$ cat src/rtl/bip_control_fsm_if.sv
// ---------------------------------------------------------------------------
// bip_control_fsm_if
// Bundles the fetch bus, accumulator status flags and datapath control lines
// of the BIP control unit.
//   master : the control FSM (consumes instruction/flags, drives controls)
//   slave  : program memory / datapath side (drives instruction/flags)
// Signals:
//   i_instr, i_valid        instruction word and its valid qualifier
//   i_acc_zero, i_acc_neg   accumulator status flags
//   o_PC, o_signal          fetch address and latched operand field
//   o_selA, o_selB, o_OP    datapath operand/operation selects
//   o_WrAcc, o_WrRam,
//   o_RdRam                 datapath strobes
//   o_halt                  core halted
// ---------------------------------------------------------------------------
interface bip_control_fsm_if #(
  parameter int N_BUS  = 16,
  parameter int N_ADDR = 11,
  parameter int TAM    = 2
);
  logic [N_BUS-1:0]  i_instr;
  logic              i_valid;
  logic              i_acc_zero;
  logic              i_acc_neg;
  logic [N_ADDR-1:0] o_PC;
  logic [N_ADDR-1:0] o_signal;
  logic [TAM-1:0]    o_selA;
  logic              o_selB;
  logic              o_WrAcc;
  logic              o_OP;
  logic              o_WrRam;
  logic              o_RdRam;
  logic              o_halt;

  modport master (
    input  i_instr, i_valid, i_acc_zero, i_acc_neg,
    output o_PC, o_signal, o_selA, o_selB, o_WrAcc, o_OP, o_WrRam, o_RdRam,
           o_halt
  );

  modport slave (
    output i_instr, i_valid, i_acc_zero, i_acc_neg,
    input  o_PC, o_signal, o_selA, o_selB, o_WrAcc, o_OP, o_WrRam, o_RdRam,
           o_halt
  );
endinterface

$ cat src/rtl/bip_control_fsm.sv
// ---------------------------------------------------------------------------
// bip_control_fsm
// Control unit of the BIP accumulator core. A three-state FSM
// (FETCH -> EXEC -> FETCH, or EXEC -> HALT) fetches one instruction word,
// latches opcode and operand into the instruction register and drives the
// datapath controls for exactly one EXEC cycle. The PC advances at the end of
// EXEC (PC+1 with natural wrap, or a branch target).
//
// Ports:
//   i_clk      sole clock, rising edge
//   i_reset    synchronous, active-high reset
//   bus        bip_control_fsm_if.master:
//                i_instr/i_valid      instruction fetch input
//                i_acc_zero/i_acc_neg accumulator flags, sampled in EXEC
//                o_PC, o_signal       fetch address, IR operand field
//                o_selA/o_selB/o_OP   datapath selects
//                o_WrAcc/o_WrRam/o_RdRam strobes, active in EXEC only
//                o_halt               high while in HALT
//
// Optional feature: define BIP_BRANCH_EN to decode JMP/BEQ/BNE/BLT
// (opcodes 01000-01011). Without it those opcodes execute as NOP.
//
// All outputs come straight from flops. The control flops are loaded with
// the decode of the *next* state and IR, so they are valid in the very cycle
// the FSM is in EXEC and there is no combinational path from i_instr or
// i_valid to any output.
// ---------------------------------------------------------------------------
module bip_control_fsm #(
  parameter int N_BUS    = 16,
  parameter int N_ADDR   = 11,
  parameter int N_OP     = 5,
  parameter int TAM      = 2,
  parameter int RESET_PC = 0
) (
  input logic               i_clk,
  input logic               i_reset,
  bip_control_fsm_if.master bus
);

  typedef enum logic [1:0] {
    ST_FETCH = 2'd0,
    ST_EXEC  = 2'd1,
    ST_HALT  = 2'd2
  } state_t;

  typedef struct packed {
    logic [TAM-1:0] sel_a;
    logic           sel_b;
    logic           op;
    logic           wr_acc;
    logic           wr_ram;
    logic           rd_ram;
    logic           halt;
  } ctrl_t;

  localparam logic [N_OP-1:0] OP_HLT  = N_OP'(5'd0);
  localparam logic [N_OP-1:0] OP_STO  = N_OP'(5'd1);
  localparam logic [N_OP-1:0] OP_LD   = N_OP'(5'd2);
  localparam logic [N_OP-1:0] OP_LDI  = N_OP'(5'd3);
  localparam logic [N_OP-1:0] OP_ADD  = N_OP'(5'd4);
  localparam logic [N_OP-1:0] OP_ADDI = N_OP'(5'd5);
  localparam logic [N_OP-1:0] OP_SUB  = N_OP'(5'd6);
  localparam logic [N_OP-1:0] OP_SUBI = N_OP'(5'd7);
`ifdef BIP_BRANCH_EN
  localparam logic [N_OP-1:0] OP_JMP  = N_OP'(5'd8);
  localparam logic [N_OP-1:0] OP_BEQ  = N_OP'(5'd9);
  localparam logic [N_OP-1:0] OP_BNE  = N_OP'(5'd10);
  localparam logic [N_OP-1:0] OP_BLT  = N_OP'(5'd11);
`endif

  localparam logic [N_ADDR-1:0] PC_RST = N_ADDR'(RESET_PC);

  // Datapath controls for one EXEC cycle of the given opcode. HLT, branches
  // and every undefined opcode produce no strobes.
  function automatic ctrl_t decode_exec(input logic [N_OP-1:0] opcode);
    ctrl_t c;
    c = '0;
    case (opcode)
      OP_STO: begin
        c.wr_ram = 1'b1;
      end
      OP_LD: begin
        c.rd_ram = 1'b1;
        c.wr_acc = 1'b1;
        c.sel_a  = TAM'(2'd0);
      end
      OP_LDI: begin
        c.wr_acc = 1'b1;
        c.sel_a  = TAM'(2'd1);
      end
      OP_ADD: begin
        c.rd_ram = 1'b1;
        c.wr_acc = 1'b1;
        c.sel_a  = TAM'(2'd2);
        c.sel_b  = 1'b0;
        c.op     = 1'b0;
      end
      OP_ADDI: begin
        c.wr_acc = 1'b1;
        c.sel_a  = TAM'(2'd2);
        c.sel_b  = 1'b1;
        c.op     = 1'b0;
      end
      OP_SUB: begin
        c.rd_ram = 1'b1;
        c.wr_acc = 1'b1;
        c.sel_a  = TAM'(2'd2);
        c.sel_b  = 1'b0;
        c.op     = 1'b1;
      end
      OP_SUBI: begin
        c.wr_acc = 1'b1;
        c.sel_a  = TAM'(2'd2);
        c.sel_b  = 1'b1;
        c.op     = 1'b1;
      end
      default: begin
        c = '0;
      end
    endcase
    return c;
  endfunction

  state_t            state_r;
  state_t            state_next_s;
  logic [N_OP-1:0]   opcode_r;
  logic [N_OP-1:0]   opcode_next_s;
  logic [N_ADDR-1:0] operand_r;
  logic [N_ADDR-1:0] operand_next_s;
  logic [N_ADDR-1:0] pc_r;
  logic [N_ADDR-1:0] pc_next_s;
  logic              taken_s;
  ctrl_t             ctrl_r;
  ctrl_t             ctrl_next_s;

  // Next-state, IR load and PC update logic.
  always_comb begin
    state_next_s   = state_r;
    opcode_next_s  = opcode_r;
    operand_next_s = operand_r;
    pc_next_s      = pc_r;
    taken_s        = 1'b0;
    case (state_r)
      ST_FETCH: begin
        if (bus.i_valid) begin
          state_next_s   = ST_EXEC;
          opcode_next_s  = bus.i_instr[N_BUS-1 -: N_OP];
          operand_next_s = bus.i_instr[N_ADDR-1:0];
        end else begin
          // Fetch wait: PC and IR hold.
          state_next_s = ST_FETCH;
        end
      end
      ST_EXEC: begin
`ifdef BIP_BRANCH_EN
        // Flags are sampled here, in the EXEC cycle itself.
        case (opcode_r)
          OP_JMP:  taken_s = 1'b1;
          OP_BEQ:  taken_s = bus.i_acc_zero;
          OP_BNE:  taken_s = ~bus.i_acc_zero;
          OP_BLT:  taken_s = bus.i_acc_neg;
          default: taken_s = 1'b0;
        endcase
`else
        taken_s = 1'b0;
`endif
        if (taken_s) begin
          pc_next_s = operand_r;
        end else begin
          // Natural N_ADDR-bit wrap: all-ones + 1 -> 0.
          pc_next_s = pc_r + N_ADDR'(1'b1);
        end
        if (opcode_r == OP_HLT) begin
          state_next_s = ST_HALT;
        end else begin
          state_next_s = ST_FETCH;
        end
      end
      ST_HALT: begin
        // Only reset leaves HALT; i_valid is ignored.
        state_next_s = ST_HALT;
      end
      default: begin
        state_next_s = ST_FETCH;
      end
    endcase
  end

  // Control values to present during the next cycle, from next state and IR.
  always_comb begin
    ctrl_next_s = '0;
    case (state_next_s)
      ST_EXEC: begin
        ctrl_next_s = decode_exec(opcode_next_s);
      end
      ST_HALT: begin
        ctrl_next_s.halt = 1'b1;
      end
      default: begin
        ctrl_next_s = '0;
      end
    endcase
  end

  // FSM state register; reset wins over everything in the same cycle.
  always_ff @(posedge i_clk) begin
    if (i_reset) begin
      state_r <= ST_FETCH;
    end else begin
      state_r <= state_next_s;
    end
  end

  // Instruction register, program counter and registered control outputs.
  always_ff @(posedge i_clk) begin
    if (i_reset) begin
      opcode_r  <= '0;
      operand_r <= '0;
      pc_r      <= PC_RST;
      ctrl_r    <= '0;
    end else begin
      opcode_r  <= opcode_next_s;
      operand_r <= operand_next_s;
      pc_r      <= pc_next_s;
      ctrl_r    <= ctrl_next_s;
    end
  end

  assign bus.o_PC     = pc_r;
  assign bus.o_signal = operand_r;
  assign bus.o_selA   = ctrl_r.sel_a;
  assign bus.o_selB   = ctrl_r.sel_b;
  assign bus.o_OP     = ctrl_r.op;
  assign bus.o_WrAcc  = ctrl_r.wr_acc;
  assign bus.o_WrRam  = ctrl_r.wr_ram;
  assign bus.o_RdRam  = ctrl_r.rd_ram;
  assign bus.o_halt   = ctrl_r.halt;

endmodule

$ cat src/flat_wrapper.sv
// flat-port wrapper written by rule: the top's interface ports become plain ports
module bip_control_fsm_flat 
#(
  parameter int N_BUS    = 16,
  parameter int N_ADDR   = 11,
  parameter int N_OP     = 5,
  parameter int TAM      = 2,
  parameter int RESET_PC = 0
)
  (i_clk, i_reset, bus_i_instr, bus_i_valid, bus_i_acc_zero, bus_i_acc_neg, bus_o_PC, bus_o_signal, bus_o_selA, bus_o_selB, bus_o_WrAcc, bus_o_OP, bus_o_WrRam, bus_o_RdRam, bus_o_halt);
  bip_control_fsm_if #(.N_BUS(N_BUS), .N_ADDR(N_ADDR), .TAM(TAM)) bus_i ();
  input logic i_clk;
  input logic i_reset;
  input wire logic [$bits(bus_i.i_instr)-1:0] bus_i_instr;
  input wire logic [$bits(bus_i.i_valid)-1:0] bus_i_valid;
  input wire logic [$bits(bus_i.i_acc_zero)-1:0] bus_i_acc_zero;
  input wire logic [$bits(bus_i.i_acc_neg)-1:0] bus_i_acc_neg;
  output wire logic [$bits(bus_i.o_PC)-1:0] bus_o_PC;
  output wire logic [$bits(bus_i.o_signal)-1:0] bus_o_signal;
  output wire logic [$bits(bus_i.o_selA)-1:0] bus_o_selA;
  output wire logic [$bits(bus_i.o_selB)-1:0] bus_o_selB;
  output wire logic [$bits(bus_i.o_WrAcc)-1:0] bus_o_WrAcc;
  output wire logic [$bits(bus_i.o_OP)-1:0] bus_o_OP;
  output wire logic [$bits(bus_i.o_WrRam)-1:0] bus_o_WrRam;
  output wire logic [$bits(bus_i.o_RdRam)-1:0] bus_o_RdRam;
  output wire logic [$bits(bus_i.o_halt)-1:0] bus_o_halt;
  assign bus_i.i_instr = bus_i_instr;
  assign bus_i.i_valid = bus_i_valid;
  assign bus_i.i_acc_zero = bus_i_acc_zero;
  assign bus_i.i_acc_neg = bus_i_acc_neg;
  assign bus_o_PC = bus_i.o_PC;
  assign bus_o_signal = bus_i.o_signal;
  assign bus_o_selA = bus_i.o_selA;
  assign bus_o_selB = bus_i.o_selB;
  assign bus_o_WrAcc = bus_i.o_WrAcc;
  assign bus_o_OP = bus_i.o_OP;
  assign bus_o_WrRam = bus_i.o_WrRam;
  assign bus_o_RdRam = bus_i.o_RdRam;
  assign bus_o_halt = bus_i.o_halt;
  bip_control_fsm #(.N_BUS(N_BUS), .N_ADDR(N_ADDR), .N_OP(N_OP), .TAM(TAM), .RESET_PC(RESET_PC)) u_core (.i_clk(i_clk), .i_reset(i_reset), .bus(bus_i));
endmodule
$ cat config.mk
export PLATFORM = sky130hd
export DESIGN_NAME = bip_control_fsm_flat
export DESIGN_NICKNAME = d
export VERILOG_FILES = /design/src/rtl/bip_control_fsm_if.sv /design/src/rtl/bip_control_fsm.sv /design/src/flat_wrapper.sv
export SDC_FILE = /design/constraint.sdc
export NUM_CORES = 1
export LEC_CHECK = 0
export ABC_CLOCK_PERIOD_IN_PS = 3700
export BUFFER_PORTS_ARGS = -buffer_cell sky130_fd_sc_hd__buf_2
export CORE_ASPECT_RATIO = 0.7
export CORE_UTILIZATION = 50
export DETAILED_ROUTE_END_ITERATION = 7
export PLACE_DENSITY = 0.83
export SYNTH_ARGS = -nofsm -noshare
export SYNTH_HDL_FRONTEND = slang
export SYNTH_SLANG_ARGS = --single-unit
$ cat constraint.sdc
create_clock -name i_clk -period 3.7 [get_ports i_clk]
set_clock_uncertainty 0.05 [all_clocks]
set_input_delay 0.185 -clock i_clk [delete_from_list [all_inputs] [get_ports i_clk]]
set_output_delay 0.185 -clock i_clk [all_outputs]
set_load 0.005 [all_outputs]
==> impl_results.md <==
* Status: completed
* Largest net degree at the start of global routing at 32
* Sequential area share after synthesis at 0.542
* Via count at 1271
* Layout Cells excl Fill at 238
* Die height at 45.8 um
* Commonest cells post-synth: dfxtp_1 (37), nand2_1 (32), a21oi_1 (24)
* CTS Root Cell: clkbuf_8
* Number of port buffers at 48
* Max frequency at 575 MHz
* Slew @ Worst Pin at 581 ps
* CP Max Fanout at 21
* Via density at 5.34
* Sequential power share at 0.554
* First-pass GRT wire length at 5010 um
* Tmin final at 1740 ps
* Psw at 188 uW
* Die width at 64.5 um
* H-tree levels at 2
* Synth cell types at 26
* Fin worst setup slack at 1960 ps
* Final ANT Viol Nets at 0
* Crit path kind: reg2reg
* Core ar. at 0.00253 mm2
* Bufs and invs on worst path at 1
* Number of synthesized register bits at 37
* Vias in the first global route at 1139
* Leak at 0.765 nW
* # IOs at 51
* Synthesized cell area at 0.00137 mm2
* Synth area leader: dfxtp_1
* Post-route core utilization at 0.674
* DPL Wire Length at 2200 um
* Diode count at 0
* Synth top area share at 0.542
* First drt pass iteration count at 4
* Fin nets at 225
* Sink Count at 37
* Share of synthesized flip-flops with an asynchronous set or reset at 0
* Synth area leaders: dfxtp_1 (54%), a21oi_1 (8.8%), nand2_1 (8.8%)
* Starting density of the core at 0.540
* Slew margin rel. at 0.602
* Post-CTS setup buffers at 0
* Syn nets at 176
* Clk buf depth at 2
* Die area at 0.00295 mm2
* Setup crit start kind: flip-flop
* CP Data Required Time at 3880 ps
* VDD IR max at 0.261 mV
* Most common flop cell mapped by yosys: dfxtp_1
* Worst-path cell chain: nor3b_2 -> buf_4 -> mux2i_1 -> and3_1
* Slowest stage cell, crit path: mux2i_1
* Number of enable flip-flop cells after synthesis at 0
* Setup WS pre-CTS at 2020 ps
* Worst Path Arrival at 1920 ps
* Final setup violation count at 0
* Cells after DPL at 230
* Gate Count Post-Synth at 154
* Setup crit end kind: flip-flop
* Grt ovf at 0
* Final period utilization at 0.470
* Max incr delay on CP at 560 ps
* Most common cell in the netlist: dfxtp_1
* Post-cts sizing count at 0
* Fin. Hold Viols at 0
* Yosys warning total at 0
* GP Congestion at 0.758
* P_int at 581 uW
* TNS Setup at 0 ps
* # hold bufs at CTS at 0
* CTS tree: built
* Overall routing resource usage at 0.234
* Delay-heaviest family, CP: multiplexers
* Max cap viols at 0
* Hold WC Path Type: in2reg
* Worst-Skew Late Latency at 290 ps
* Avg Inst Size Synth at 8.88 um2
* Final Slew Violations at 0
* Layout cells sized above 1 at 0.279
* Clock group share of total power at 0.348
* CTS buffer count at 5
* Starting DRT DRC Count at 56
* RSZ-0062 raised after global routing: false
* P per Cell Area at 450 mW/mm2
* Drt total wl at 3100 um
* Clk pin slew, worst setup/hold paths at 70 ps
* Initial antenna violation count at 0
* Hold WS at 81.8 ps
* Comb pwr share at 0.098
* Post-DR wirelength/cell at 13.0 um
* Row cnt at 15
* Layout area overhead at 24.9%
* DRC viols at 0
* Sw frac at 0.244
[metrics by stage]
step	power, mW	cell area [um2]
2_1_floorplan	0.478	1370
3_3_place_gp	0.504	1630
3_5_place_dp	0.510	1630
4_1_cts	0.771	1710
5_1_grt	0.803	1710
6_report	0.769	1710
[layout make-up]
class                      instances  area, um2
inverter                           2       7.51
tap                               34       42.5
clock buffer                       8       80.1
timing repair buffer              49        248
fill                             229        826
multi-input combinational        108        589
sequential                        37        741
[metal layers]
metal | global-route usage | share of wire | vias to the layer above
met5 | 0 | 0 | -
met4 | 0.129 | 0.015 | 0
met3 | 0.0750 | 0.050 | 6
met2 | 0.402 | 0.48 | 30
met1 | 0.266 | 0.46 | 602
li1 | - | - | 633
[final timing paths]
kind	start	end	slack, ps	cells after the start
setup / recovery	u_core.state_r[0]	u_core.bus.o_WrRam	1960	4
hold / removal	bus_i_instr[4]	u_core.bus.o_signal[4]	80	3
setup reg to reg	u_core.state_r[0]	u_core.bus.o_WrRam	1960	4
hold reg to reg	u_core.opcode_r[3]	u_core.opcode_r[3]	410	2
[registers in the layout (all words and copies together), names as in the netlist]
register	flops
u_core.bus.o_signal	11
u_core.bus.o_OP	1
u_core.bus.o_selB	1
u_core.bus.o_WrAcc	1
u_core.bus.o_selA	2
u_core.bus.o_halt	1
u_core.bus.o_PC	11
u_core.state_r	2
u_core.bus.o_RdRam	1
u_core.bus.o_WrRam	1
u_core.opcode_r	5
[cells by family after synthesis]
kind of cell | count (synthesis) | share of synthesized area
AO/OA/AOI/OAI | 33 | 0.131
buffers and inverters | 9 | 0.0274
XOR/XNOR | 2 | 0.0128
adder cells (fa/ha/maj) | 1 | 0.00915
flip-flops | 37 | 0.542
multiplexers | 4 | 0.0302
AND/OR/NAND/NOR | 68 | 0.248
[cells in the final DEF, fill, tap and decap left out]
master and count:
buf_2 48, dfxtp_1 37, nand2_1 32, a21oi_1 24, nor2_1 11, clkbuf_8 5, o21ai_0 4, or3_1 4
nor3_1 4, o31ai_1 4, or4_1 4, mux2i_1 3, nand4_1 3, clkbuf_1 3, nand3_1 2, inv_1 2
and3_1 2, xnor2_1 2, nand4b_2 1, nor2b_1 1, a32oi_1 1, nor3b_2 1, nand3b_1 1, nand3b_2 1
or3b_1 1, mux2_1 1, ha_1 1, buf_4 1
[worst reg2reg max path, stage by stage, from the launching register on]
cell and delay (ps):
dfxtp_1 380, nor3b_2 200, buf_4 270, mux2i_1 560, and3_1 240
[power by group through the flow]
stage | clock, mW | sequential, mW | combinational [mW]
2_1_floorplan | 0 | 0.434 | 0.0440
5_1_grt | 0.290 | 0.428 | 0.0853
4_1_cts | 0.269 | 0.426 | 0.0761
6_report | 0.267 | 0.426 | 0.0755
3_5_place_dp | 0 | 0.435 | 0.0756
3_3_place_gp | 0 | 0.433 | 0.0710
No activity file was read; power rests on OpenSTA's default activity.
